File: src/rtl/spi_ram_pkg.sv
// Shared definitions for the SPI command RAM: opcode encoding and the
// wrap-around address increment used by both address pointers.
package spi_ram_pkg;

   typedef enum logic [1:0] {
      OP_SET_WADDR = 2'b00,
      OP_WRITE     = 2'b01,
      OP_SET_RADDR = 2'b10,
      OP_READ      = 2'b11
   } op_e;

   // Next address in a circular buffer of 'depth' words.
   function automatic int unsigned wrap_inc(input int unsigned addr,
                                            input int unsigned depth);
      return (addr == depth - 1) ? 0 : addr + 1;
   endfunction

endpackage

File: src/rtl/sp_sync_ram.sv
// Single-port-write RAM with a combinationally addressed read that is captured
// into a resettable output register; the array itself is never reset.
module sp_sync_ram #(
   parameter int unsigned DATA_SIZE = 8,
   parameter int unsigned ADDR_SIZE = 8,
   parameter int unsigned MEM_DEPTH = 256
) (
   input  logic                 clk,
   input  logic                 rst_n,
   input  logic                 we,
   input  logic [ADDR_SIZE-1:0] waddr,
   input  logic [DATA_SIZE-1:0] wdata,
   input  logic                 re,
   input  logic [ADDR_SIZE-1:0] raddr,
   output logic [DATA_SIZE-1:0] rdata
);

   logic [DATA_SIZE-1:0] mem [MEM_DEPTH];
   logic [DATA_SIZE-1:0] rdata_q;

   always_ff @(posedge clk) begin
      if (we) begin
         mem[waddr] <= wdata;
      end
   end

   always_ff @(posedge clk or negedge rst_n) begin
      if (!rst_n) begin
         rdata_q <= '0;
      end else if (re) begin
         rdata_q <= mem[raddr];
      end
   end

   assign rdata = rdata_q;

endmodule

File: src/rtl/spi_cmd_ram.sv
// Command-decoded RAM behind the SPI slave: address/data commands, optional
// burst auto-increment, registered read with valid/ready, sticky error flags.
module spi_cmd_ram
   import spi_ram_pkg::*;
#(
   parameter  int unsigned ADDR_SIZE = 8,
   parameter  int unsigned DATA_SIZE = 8,
   parameter  int unsigned MEM_DEPTH = 256,
   parameter  int unsigned AUTO_INC  = 1,
   localparam int unsigned PAYLOAD_W = (ADDR_SIZE > DATA_SIZE) ? ADDR_SIZE : DATA_SIZE
) (
   input  logic                 clk,
   input  logic                 rst_n,
   input  logic [PAYLOAD_W+1:0] din,
   input  logic                 rx_valid,
   input  logic                 tx_ready,
   output logic [DATA_SIZE-1:0] dout,
   output logic                 tx_valid,
   output logic                 addr_err,
   output logic                 rd_ovf,
   input  logic                 clr_err
);

   localparam logic [ADDR_SIZE:0] DEPTH_LIM = (ADDR_SIZE + 1)'(MEM_DEPTH);

   op_e                  op;
   logic [ADDR_SIZE-1:0] addr_pl;
   logic [DATA_SIZE-1:0] data_pl;
   logic                 in_range;
   logic                 is_read, rd_accept, wr_en;

   logic [ADDR_SIZE-1:0] wr_addr_q, wr_addr_d;
   logic [ADDR_SIZE-1:0] rd_addr_q, rd_addr_d;
   logic                 tx_valid_q, tx_valid_d;
   logic                 addr_err_q, addr_err_d;
   logic                 rd_ovf_q, rd_ovf_d;

   assign op       = op_e'(din[PAYLOAD_W+1:PAYLOAD_W]);
   assign addr_pl  = din[ADDR_SIZE-1:0];
   assign data_pl  = din[DATA_SIZE-1:0];
   assign in_range = {1'b0, addr_pl} < DEPTH_LIM;
   assign is_read  = rx_valid && (op == OP_READ);
   // The slot is free if empty or being drained this very cycle.
   assign rd_accept = is_read && (!tx_valid_q || tx_ready);
   assign wr_en     = rx_valid && (op == OP_WRITE);

   always_comb begin
      wr_addr_d  = wr_addr_q;
      rd_addr_d  = rd_addr_q;
      addr_err_d = addr_err_q && !clr_err;
      rd_ovf_d   = rd_ovf_q && !clr_err;
      tx_valid_d = tx_valid_q;

      if (rx_valid) begin
         unique case (op)
            OP_SET_WADDR: begin
               if (in_range) wr_addr_d = addr_pl;
               else          addr_err_d = 1'b1;
            end
            OP_WRITE: begin
               if (AUTO_INC != 0) wr_addr_d = ADDR_SIZE'(wrap_inc(32'(wr_addr_q), MEM_DEPTH));
            end
            OP_SET_RADDR: begin
               if (in_range) rd_addr_d = addr_pl;
               else          addr_err_d = 1'b1;
            end
            OP_READ: begin
               if (rd_accept) begin
                  if (AUTO_INC != 0) rd_addr_d = ADDR_SIZE'(wrap_inc(32'(rd_addr_q), MEM_DEPTH));
               end else begin
                  rd_ovf_d = 1'b1;
               end
            end
            default: ;
         endcase
      end

      if (rd_accept)     tx_valid_d = 1'b1;
      else if (tx_ready) tx_valid_d = 1'b0;
   end

   always_ff @(posedge clk or negedge rst_n) begin
      if (!rst_n) begin
         wr_addr_q  <= '0;
         rd_addr_q  <= '0;
         tx_valid_q <= 1'b0;
         addr_err_q <= 1'b0;
         rd_ovf_q   <= 1'b0;
      end else begin
         wr_addr_q  <= wr_addr_d;
         rd_addr_q  <= rd_addr_d;
         tx_valid_q <= tx_valid_d;
         addr_err_q <= addr_err_d;
         rd_ovf_q   <= rd_ovf_d;
      end
   end

   sp_sync_ram #(
      .DATA_SIZE (DATA_SIZE),
      .ADDR_SIZE (ADDR_SIZE),
      .MEM_DEPTH (MEM_DEPTH)
   ) u_ram (
      .clk   (clk),
      .rst_n (rst_n),
      .we    (wr_en),
      .waddr (wr_addr_q),
      .wdata (data_pl),
      .re    (rd_accept),
      .raddr (rd_addr_q),
      .rdata (dout)
   );

   assign tx_valid = tx_valid_q;
   assign addr_err = addr_err_q;
   assign rd_ovf   = rd_ovf_q;

endmodule

File: config.mk
export PLATFORM = sky130hd
export DESIGN_NAME = spi_cmd_ram
export DESIGN_NICKNAME = d
export VERILOG_FILES = /design/src/rtl/spi_ram_pkg.sv /design/src/rtl/sp_sync_ram.sv /design/src/rtl/spi_cmd_ram.sv
export SDC_FILE = /design/constraint.sdc
export NUM_CORES = 2
export LEC_CHECK = 0
export ABC_AREA = 0
export CORE_MARGIN = 10
export CORE_UTILIZATION = 64
export DETAILED_ROUTE_END_ITERATION = 12
export PLACE_DENSITY = 0.8
export SLEW_MARGIN = 20
export SYNTH_ARGS = -nofsm -noshare
export SYNTH_HDL_FRONTEND = slang
export SYNTH_SLANG_ARGS = --single-unit
File: constraint.sdc
create_clock -name clk -period 3.9 [get_ports clk]
set_input_delay 0.39 -clock clk [delete_from_list [all_inputs] [get_ports clk]]
set_output_delay 0.39 -clock clk [all_outputs]
set_load 0.03 [all_outputs]
==> results.py <==
metrics = {
    "timing": {
        "period_needed_ps": 3779,
        "finalSetupTns_ps": 0,
        "hold_viol_final": 0,
        "finalSetupViolations": 0,
        "worstMarginPinSlew_ps": 1176,
        "slew_violations": 0,
        "skew_ps": 55.12,
        "max_freq_mhz": 264.6,
        "grt_setup_unrepaired": "no",
        "period_share_pct": 96.89,
        "maxSlewHeadroom_pct": 21.61,
    },
    "detailed_routing": {
        "vias": 43280,
        "wl_met1_um": 71080,
        "top_layer": "met5",
        "viasPerCell": 7.106,
        "drc": 0,
        "wl_met3_um": 26400,
        "drt_iter0_markers": 6885,
        "routed_wirelength_um": 204300,
        "post_drt_wl_per_cell_um": 33.54,
        "wl_met2_um": 97340,
        "ant_nets": 0,
        "drtPass1Iterations": 8,
    },
    "global_routing": {
        "grt_pass1_vias": 43350,
        "antenna_found_initial": 9,
        "grt_max_degree": 139,
        "track_usage_pct": 29.05,
        "grt_pass1_wl_um": 298700,
        "grt-ovfl-total": 0,
    },
    "pwr": {
        "p_sw_share_pct": 24.52,
        "p_sw_mw": 12.13,
        "power_frac_seq_pct": 50.4,
        "p_int_mw": 37.35,
        "power.density_mw_per_mm2": 544.3,
        "p_leak_nw": 28.78,
        "power_frac_comb_pct": 12.1,
        "clkPwrFrac_pct": 37.5,
        "ir_worst_vdd_uv": 542.2,
    },
    "placement": {
        "port_buffers": 25,
        "dp_hpwl_um": 120100,
        "dp_cells": 5730,
        "placed_area_mm2": 0.08461,
        "gp_congestion": 0.9216,
    },
    "floorplan": {
        "die_h_um": 375.7,
        "floorplan.initialDensity_pct": 64.41,
        "row_count": 130,
        "die_area_mm2": 0.1412,
        "core_mm2": 0.1257,
        "fp.dieW_um": 375.7,
        "ioPinCount": 26,
    },
    "clock_network": {
        "cts_made_buffers": 195,
        "cts_sinks": 2075,
        "cts_tree": "built",
        "cts-root-buf": "clkbuf_16",
        "clk_pin_slew_ps": 70,
        "h-tree-depth": 4,
        "clock_path_buffers": 3,
        "clk_latency_ps": 850,
    },
    "finish": {
        "layout_common_cells": "edfxtp_1 (2048), mux4_2 (413), nor2_1 (287)",
        "mostFrequentLayoutCell": "edfxtp_1",
        "stdcell_count": 6091,
        "area_delta_synth_final_pct": 12.24,
        "antenna_cells": 0,
        "stdcell_area_mm2": 0.09090,
        "nets": 4299,
        "drive_above_1_share_pct": 23.04,
    },
    "logic_synthesis": {
        "synth_cell_types": 53,
        "yosysSeqAreaShare_pct": 76.77,
        "syn_nets": 4037,
        "yosysWarnings": 0,
        "synth-seq-cells": 2075,
        "synthFlopType": "edfxtp_1",
        "synth_edf_count": 2048,
        "synthCells": 4017,
        "avgSynthCellArea_um2": 20.16,
        "synth_area_mm2": 0.08099,
        "synth-async-reset-ratio_pct": 1.301,
    },
    "setup_path": {
        "critical_path_class": "reg2reg",
        "worstPathMaxFanout": 38,
        "crit_path_end_kind": "register",
        "cp.required_ps": 4610,
        "worstPathArrival_ps": 4490,
        "cp-start-kind": "register",
    },
    "run": {
        "maxCapViolations": 0,
    },
    "run_status": {
        "outcome": "completed",
    },
    "worst_hold_path": {
        "hold_path_class": "in2reg",
    },
}
## critical path, cell delays in order (launching register included)
cell and delay [ps]:
dfrtp_4 760, buf_12 370, buf_4 340, mux4_2 550, mux2_2 310, a2111oi_1 710, a21oi_1 130, nand3_1 290
o31ai_1 120
## per-stage QoR
step	utilization (%)	hold slack, ps	power [mW]	worst slack (ps)
after floorplan	-	94.41	28.85	1508
after global placement	67.29	483.4	31.03	-305.1
after detailed placement	67.29	499.3	31.15	-103.1
after CTS	72.30	110.6	49.47	87.37
after global routing	72.30	134.7	50.63	51.06
final	72.30	163.1	49.48	121.3
## registers in the layout, indices dropped and copies added, names as in the netlist
register,flops
addr_err,1
rd_addr_q,8
rd_ovf,1
tx_valid,1
u_ram.mem,2048
u_ram.rdata,8
wr_addr_q,8
## kinds of logic (layout without fill, tap and decap cells)
| group | after synthesis | count (layout) | synth area share [%] |
|---|---|---|---|
| muxes | 670 | 670 | 14.70 |
| buffers and inverters | 262 | 686 | 1.611 |
| DFF | 2075 | 2075 | 76.77 |
| AOI/OAI and AO/OA | 410 | 410 | 3.468 |
| and+or+nand+nor | 595 | 595 | 3.374 |
| adders and majority gates | 5 | 5 | 0.07725 |
## what timing repair did
| action | 4_1_cts | 5_1_grt |
|---|---|---|
| setup endpoints to repair | 6 | 1 |
| resized for setup | 4 | 1 |
| hold buffers | 1 | 0 |
| buffers inserted | 1 | 0 |
| endpoints found under the hold margin | 7 | 0 |
## routing by layer
layer	vias up	track usage (%)
met5	-	0
met3	600	7.855
li1	17150	-
met2	3447	45.23
met4	8	12.06
met1	22070	39.24
## power groups by stage
stage | sequential, mW | combinational [mW] | clock (mW)
4_1_cts | 24.9 | 5.91 | 18.7
5_1_grt | 24.9 | 6.23 | 19.5
3_3_place_gp | 25.4 | 5.67 | 0
3_5_place_dp | 25.4 | 5.79 | 0
6_report | 24.9 | 5.99 | 18.6
2_1_floorplan | 25.2 | 3.67 | 0
## final timing paths
kind / from / end / slack [ps] / cells past startpoint
max in group asynchronous: rst_n / rd_addr_q[4]$_DFFE_PN0P_ / 2740 / 3
min reg2reg: rd_ovf$_DFF_PN0_ / rd_ovf$_DFF_PN0_ / 550 / 2
max reg2reg: rd_addr_q[0]$_DFFE_PN0P_ / u_ram.rdata[5]$_DFFE_PN0P_ / 120 / 8
min: clr_err / addr_err$_DFF_PN0_ / 160 / 2
max: rd_addr_q[0]$_DFFE_PN0P_ / u_ram.rdata[5]$_DFFE_PN0P_ / 120 / 8
min in group asynchronous: rst_n / wr_addr_q[3]$_DFFE_PN0P_ / 420 / 2
## cells in the mapped netlist, types with 27 or more instances
library cell | n | area (um2)
a21oi_1 | 73 | 365.4
a211oi_1 | 40 | 300.3
dfrtp_1 | 27 | 675.7
clkbuf_1 | 133 | 499.2
nand3_1 | 33 | 165.2
nand2_1 | 113 | 424.2
o221ai_1 | 50 | 437.9
buf_2 | 50 | 250.2
o21ai_0 | 50 | 250.2
mux4_2 | 413 | 9301
buf_4 | 33 | 247.7
edfxtp_1 | 2048 | 61500
nor2_1 | 287 | 1077
o22ai_1 | 74 | 462.9
or3_1 | 41 | 256.5
mux2i_1 | 234 | 2342
## final cells by class
class,instances,area [um2]
fill,6747,34830
sequential,2075,62190
clock buffer,238,5136
inverter,7,28.78
multi-input combinational,1680,17520
timing repair buffer,320,2856
tap,1650,2064
clock inverter,121,1104
Power figures use the tool's default switching activity.
